File: src/rtl/serial_frame_receiver.sv
// Bit-banged serial frame receiver (cs_n / sclk / sdata, LSB first).
// Completed frames go into a small FIFO presented as valid/ready.
module serial_frame_receiver #(
    parameter int FRAME_BITS = 15,
    parameter int FIFO_DEPTH = 4
) (
    input  logic                  clock,
    input  logic                  reset,
    input  logic                  sclk,
    input  logic                  sdata,
    input  logic                  cs_n,
    input  logic                  clear_flags,
    input  logic                  frame_ready,
    output logic [FRAME_BITS-1:0] frame_data,
    output logic                  frame_valid,
    output logic                  overrun,
    output logic                  short_frame,
    output logic                  busy
);
    localparam int CW = $clog2(FRAME_BITS + 1);
    localparam int PW = $clog2(FIFO_DEPTH);

    typedef enum logic [1:0] {IDLE, SHIFT, WAIT_CS} state_t;

    logic sclk_s1_q, sclk_s2_q, sclk_prev_q;
    logic sdata_s1_q, sdata_s2_q;
    logic cs_s1_q, cs_s2_q, cs_prev_q;

    always_ff @(posedge clock) begin
        if (reset) begin
            sclk_s1_q   <= 1'b0;
            sclk_s2_q   <= 1'b0;
            sclk_prev_q <= 1'b0;
            sdata_s1_q  <= 1'b0;
            sdata_s2_q  <= 1'b0;
            cs_s1_q     <= 1'b0;
            cs_s2_q     <= 1'b0;
            cs_prev_q   <= 1'b0;
        end else begin
            sclk_s1_q   <= sclk;
            sclk_s2_q   <= sclk_s1_q;
            sclk_prev_q <= sclk_s2_q;
            sdata_s1_q  <= sdata;
            sdata_s2_q  <= sdata_s1_q;
            cs_s1_q     <= cs_n;
            cs_s2_q     <= cs_s1_q;
            cs_prev_q   <= cs_s2_q;
        end
    end

    logic sclk_rise, cs_fall, cs_rise;
    assign sclk_rise = sclk_s2_q & ~sclk_prev_q;
    assign cs_fall   = ~cs_s2_q & cs_prev_q;
    assign cs_rise   = cs_s2_q & ~cs_prev_q;

    state_t                state_q;
    logic [FRAME_BITS-1:0] shreg_q, shreg_d;
    logic [CW-1:0]         count_q;
    logic                  short_q, busy_q;
    logic                  last_bit, push;

    generate
        if (FRAME_BITS == 1) begin : g_shift1
            assign shreg_d = sdata_s2_q;
        end else begin : g_shiftn
            assign shreg_d = {sdata_s2_q, shreg_q[FRAME_BITS-1:1]};
        end
    endgenerate

    assign last_bit = (count_q == CW'(FRAME_BITS - 1));
    // Final bit goes straight into the FIFO from the shift input, same cycle.
    assign push     = (state_q == SHIFT) && !cs_rise && sclk_rise && last_bit;

    always_ff @(posedge clock) begin
        if (reset) begin
            state_q <= IDLE;
            shreg_q <= '0;
            count_q <= '0;
            short_q <= 1'b0;
            busy_q  <= 1'b0;
        end else begin
            short_q <= 1'b0;
            case (state_q)
                IDLE: if (cs_fall) begin
                    shreg_q <= '0;
                    count_q <= '0;
                    state_q <= SHIFT;
                    busy_q  <= 1'b1;
                end
                SHIFT: if (cs_rise) begin
                    short_q <= (count_q != '0);
                    state_q <= IDLE;
                    busy_q  <= 1'b0;
                end else if (sclk_rise) begin
                    shreg_q <= shreg_d;
                    count_q <= count_q + CW'(1);
                    if (last_bit) state_q <= WAIT_CS;
                end
                WAIT_CS: if (cs_rise) begin
                    state_q <= IDLE;
                    busy_q  <= 1'b0;
                end
                default: begin
                    state_q <= IDLE;
                    busy_q  <= 1'b0;
                end
            endcase
        end
    end

    logic [FRAME_BITS-1:0] mem_q [FIFO_DEPTH];
    logic [PW-1:0]         wr_q, rd_q;
    logic [PW:0]           cnt_q;
    logic                  overrun_q, full, pop, push_ok, drop;

    assign full    = (cnt_q == (PW+1)'(FIFO_DEPTH));
    assign pop     = frame_valid && frame_ready;
    assign push_ok = push && (!full || pop);
    assign drop    = push && full && !pop;

    always_ff @(posedge clock) begin
        if (reset) begin
            for (int i = 0; i < FIFO_DEPTH; i++) mem_q[i] <= '0;
            wr_q      <= '0;
            rd_q      <= '0;
            cnt_q     <= '0;
            overrun_q <= 1'b0;
        end else begin
            if (push_ok) begin
                mem_q[wr_q] <= shreg_d;
                wr_q        <= wr_q + PW'(1);
            end
            if (pop) rd_q <= rd_q + PW'(1);
            case ({push_ok, pop})
                2'b10:   cnt_q <= cnt_q + (PW+1)'(1);
                2'b01:   cnt_q <= cnt_q - (PW+1)'(1);
                default: cnt_q <= cnt_q;
            endcase
            // A new overrun beats a simultaneous clear.
            if (drop)             overrun_q <= 1'b1;
            else if (clear_flags) overrun_q <= 1'b0;
        end
    end

    assign frame_data  = mem_q[rd_q];
    assign frame_valid = (cnt_q != '0);
    assign overrun     = overrun_q;
    assign short_frame = short_q;
    assign busy        = busy_q;
endmodule

File: config.mk
export PLATFORM = sky130hd
export DESIGN_NAME = serial_frame_receiver
export DESIGN_NICKNAME = d
export VERILOG_FILES = /design/src/rtl/serial_frame_receiver.sv
export SDC_FILE = /design/constraint.sdc
export NUM_CORES = 1
export LEC_CHECK = 0
export CORE_UTILIZATION = 58
export CTS_BUF_LIST = sky130_fd_sc_hd__clkbuf_4
export CTS_CLUSTER_SIZE = 40
export DETAILED_ROUTE_END_ITERATION = 8
export PLACE_DENSITY = 0.84
export SLEW_MARGIN = 40
export SYNTH_ARGS = -nofsm -noshare
export SYNTH_HDL_FRONTEND = slang
export SYNTH_SLANG_ARGS = --single-unit
File: constraint.sdc
create_clock -name clock -period 7 [get_ports clock]
set_clock_uncertainty 0.1 [all_clocks]
set_input_delay 1.4 -clock clock [delete_from_list [all_inputs] [get_ports clock]]
set_output_delay 1.4 -clock clock [all_outputs]
set_load 0.01 [all_outputs]
=== Word-level counts from Yosys, hierarchy flattened ===
Memory sizes are Yosys's and may differ from the RTL's. A register that Yosys moved wholly into a read port is not among the register bits.
Cells that the tools add are included.

* Register bits: 39
* RAM bits: 60
* Bits of input ports: 7
* Output and inout bits: 19
* Word-level logic and storage cells: 97
* Memories kept: 1

* Add/subtract/negate cells: 5
* Equality and inequality tests: 13
* Mux-type cells: 30
* Bitwise logic cells: 8
* Reductions and logical operators: 23

{| class="wikitable"
|+ Memories
! memory !! words !! width !! read ports !! clocked after Yosys merged registers in !! write ports !! line !! source
|-
| mem_q || 4 || 15 || 1 || 1 || 4 || 111 || <nowiki>logic [FRAME_BITS-1:0] mem_q [FIFO_DEPTH];</nowiki>
|}

{| class="wikitable"
|+ Operators with widths
! cell !! count
|-
| $mux W15 || 4
|-
| $pmux W15 S2 || 1
|-
| $mux W2 || 8
|-
| $reduce_or A15 Y1 || 1
|-
| $mux W4 || 3
|-
| $mux W1 || 10
|-
| $ne A2 B2 Y1 const B || 4
|-
| $pmux W4 S2 || 1
|-
| $reduce_and A4 Y1 || 2
|-
| $logic_and A1 B1 Y1 || 7
|-
| $ne A3 B3 Y1 const B || 2
|-
| $pmux W2 S3 || 1
|-
| $pmux W3 S2 || 1
|-
| $reduce_bool A2 Y1 || 3
|-
| $not A1 Y1 || 5
|-
| $add A2 B1 Y2 const B || 2
|-
| $add A4 B1 Y4 const B || 1
|-
| $eq A2 B1 Y1 const B || 2
|-
| $eq A2 B2 Y1 const B || 2
|-
| $eq A4 B4 Y1 const B || 1
|-
| $reduce_bool A4 Y1 || 1
|-
| $add A3 B1 Y3 const B || 1
|-
| $and A1 B1 Y1 || 3
|-
| $eq A3 B3 Y1 const B || 1
|-
| other kinds (10) || 12
|}

=== Logic depth before layout (Yosys ltp) ===
* Depth after elaboration: 12
* Depth in mapped cells: 13
* Gate-level depth less buffers: 12

=== Worst setup path before layout ===
No wires, ideal clock.

* Path type: input-to-reg
* Start: input frame_ready
* End: register cnt_q[2]
* Library setup time: 0.071 ns
* Arrival time: 3.518 ns
* Required time: 6.829 ns
* Path slack: 3.312 ns
* Cell stages on the path: 11
* Buffers on the path: 2
* Cells stage by stage: or4b_1 -> clkbuf_2 -> and2_4 -> inv_2 -> buf_6 -> ha_1 -> inv_1 -> fa_1 -> xor2_1 -> or3_1 -> a21oi_1

* Longest elaborated chain between the ends: 5
* Elaborated cells between the ends (all ways): 7
* Those cells by class: 2 x eq/ne; 1 x mux; 4 x reduce/logical

{| class="wikitable"
|+ RTL lines
! element !! line !! source
|-
| start, declared || 13 || <nowiki>input logic frame_ready,</nowiki>
|-
| $logic_and A1 B1 Y1 * || 117 || <nowiki>assign pop = frame_valid && frame_ready;</nowiki>
|-
| $logic_or A1 B1 Y1 || 118 || <nowiki>assign push_ok = push && (!full || pop);</nowiki>
|-
| $logic_and A1 B1 Y1 || 118 ||
|-
| $eq A2 B1 Y1 or $eq A2 B2 Y1 (tied branches) || 134 || <nowiki>case ({push_ok, pop})</nowiki>
|-
| $pmux W3 S2 or $reduce_bool A2 Y1 (tied branches) || n/a ||
|-
| end signal, assigned || 135 || <nowiki>2'b10: cnt_q <= cnt_q + (PW+1)'(1);</nowiki>
|-
| end signal, assigned || 136 || <nowiki>2'b01: cnt_q <= cnt_q - (PW+1)'(1);</nowiki>
|-
| end signal, assigned || 137 || <nowiki>default: cnt_q <= cnt_q;</nowiki>
|-
| end, declared || 113 || <nowiki>logic [PW:0] cnt_q;</nowiki>
|}

Every way passes the cells marked *; elsewhere a longest branch is shown, timed or not.
A chain may end at the register's enable or synchronous reset.

=== Worst setup path in the final report ===
Same ends and word-level chain as after synthesis.

==> results by group <==
Status
  • Status: finished clean

Place
  • Post-DP HPWL: 4880 um
  • Place WS: 2.63 ns
  • RePlAce Congestion: 0.788
  • IO buf count: 25
  • Post-Place Cells: 446

Die
  • IO Count: 26
  • Die Y: 87.6 um
  • Placeable core area: 6940 um2
  • Rows: 30
  • Die W: 87.6 um
  • Starting Density: 61.2%
  • Die area: 7680 um2

STA
  • Minimum clock period: 3.94 ns
  • RSZ-0062 raised after global routing: no
  • Worst Slack Setup Final: 3.06 ns
  • Worst rel slew slack: 49.1%
  • Slew Limit Fails: 0
  • Max Fclk: 254 MHz
  • Worst slew pin tran: 0.762 ns
  • Setup_tns: 0 ns
  • Hold slack: 0.363 ns
  • Setup Viol. Count Final: 0
  • Period utilization: 56.3%
  • Final Hold Vio Count: 0

Worst setup path
  • Startpoint types: input port
  • Setup CP Type: in2reg
  • CP max FO: 16
  • Crit end category: register
  • Worst endpoint data arrival time: 4.23 ns
  • FF-to-FF path depth: 12
  • Worst EP required: 7.29 ns

Synth
  • Most common cell in the netlist: nor2_1
  • Synth Cell Area: 4250 um2
  • Fraction of registers with async set/reset: 0%
  • Post-synth top cells: nor2_1, edfxtp_1, dfxtp_1, nand2_1, mux2i_1
  • Synth Warn #: 0
  • Area contributors post-synth: edfxtp_1, dfxtp_1, mux4_2
  • Post-synth EDFFs: 60
  • Synth Flop Type: edfxtp_1
  • Library cells used by synthesis: 51
  • Post-Syn Nets: 356
  • Synth Register Bits: 100
  • Seq/Total Area, Yosys: 61.2%
  • Top cell type's share of synthesized area: 42.4%
  • Avg Inst Size Synth: 12.5 um2
  • Area leader, netlist: edfxtp_1
  • Cells after Synth: 341

Detailed routing
  • DRC viols: 0
  • WL/cell: 16.2 um
  • Starting DRT DRC Count: 253
  • Total Wirelength: 7470 um
  • TritonRoute pass-1 iters: 5
  • Vias: 2,574
  • Vias per inst: 5.57
  • Antenna-violating nets left: 0

Min path
  • Hold WC Path Type: reg2reg
  • Hold depth: 2

Power and ir drop
  • Clk network pwr share: 27.7%
  • VDD IR-drop max: 196 uV
  • Reg power frac: 64.1%
  • Switching part of the total: 25.0%
  • P_int: 0.762 mW
  • Power Density: 219 nW/um2
  • Comb pwr share: 8.2%
  • Switching power: 0.254 mW
  • Leak: 1.58 nW
  • Total power: 1.02 mW

Cells and area
  • Ant. Diodes: 0
  • Ratio of cells with drive above 1 in the final layout: 12.6%
  • Layout area overhead: 9.18%
  • Fin cells: 462
  • Final nets: 376

Clock network
  • Reg clk slew, reported paths: 0.15 ns
  • Max Buffers Root-to-Sink: 2
  • TritonCTS clock tree: built
  • H-tree depth: 3
  • Clk sinks: 100
  • Cts repair resizes: 0
  • Cts hold-fix bufs: 0
  • Clk_lat worst skew: 0.45 ns
  • Root buf cell: clkbuf_4
  • Cts bufs inserted: 9
  • Setup Buffers After CTS: 0

Global route
  • Tot GR Track Use: 22.3%
  • Largest net degree at the start of global routing: 28
  • First-pass GRT wire length: 12,600 um
  • Grt total ovfl: 0
  • Vias in the first global route: 2,578
  • Initial antenna violation count: 0

Run
  • Maxcap violations: 0
## cells in the final DEF, fill, tap and decap left out, types with 4 or more instances in the layout
cell type	instances
a21oi_1	5
clkbuf_4	10
clkdlybuf4s50_1	25
dfxtp_1	39
edfxtp_1	60
ha_1	7
inv_1	10
mux2i_1	16
mux4_2	15
nand2_1	39
nand3_1	4
nor2_1	72
nor2b_1	9
o21ai_0	5
## registers in the layout (all words and copies together), names as in the netlist, 2 cells and up, named ones only
name and cells:
cnt_q 3, count_q 4, mem_q 60, rd_q 2
shreg_q 14, state_q 2, wr_q 2
## final cells by class
class,count,area (um2)
Multi-Input combinational cell,213,1490
Tap cell,96,120
Clock inverter,6,55.1
Inverter,11,41.3
Fill cell,499,2300
Sequential cell,100,2600
Clock buffer,10,75.1
Timing Repair Buffer,26,258
## final timing paths
kind,end,slack (ns),from
setup / recovery,cnt_q[2],3.06,frame_ready
hold / removal,shreg_q[3],0.36,shreg_q[4]
setup reg to reg,cnt_q[2],3.94,count_q[0]
hold reg to reg,shreg_q[3],0.36,shreg_q[4]
## per-stage QoR
stage / util (%) / instance area [um2]
6_report: 66.9 / 4640
4_1_cts: 66.9 / 4640
3_3_place_gp: 64.9 / 4510
5_1_grt: 66.9 / 4640
3_5_place_dp: 65.0 / 4510
2_1_floorplan: - / 4250
## layer usage
metal / wire, um / vias to the layer above / track usage, %
li1: - / 1251 / -
met1: 3340 / 1241 / 29.5
met2: 3660 / 72 / 36.5
met3: 348 / 10 / 5.66
met4: 117 / 0 / 7.00
met5: 0 / - / 0
## critical path, cell delays in order
cell and delay, ns:
clkdlybuf4s50_1 0.42, or4b_1 0.62, and2_4 0.21, inv_2 0.24, ha_1 0.26, inv_1 0.06, fa_1 0.38, xor2_1 0.16
or3_1 0.31, a21oi_1 0.16
## cells by family after synthesis
group / count (synthesis) / share of synthesized area, %
DFF: 100 / 61.2
xor gates and xnor gates: 4 / 0.824
adders and majority gates: 8 / 2.53
buffers and inverters: 28 / 3.82
muxes: 31 / 11.7
AOI/OAI and AO/OA: 25 / 4.38
and+or+nand+nor: 145 / 15.5
## power groups by stage
stage          registers (mW)  clock network [mW]  logic (mW)
2_1_floorplan           0.661                   0      0.0633
3_3_place_gp            0.663                   0      0.0807
3_5_place_dp            0.665                   0      0.0835
4_1_cts                 0.651               0.288      0.0837
5_1_grt                 0.654               0.314      0.0914
6_report                0.651               0.281      0.0831
Power figures use the tool's default switching activity.
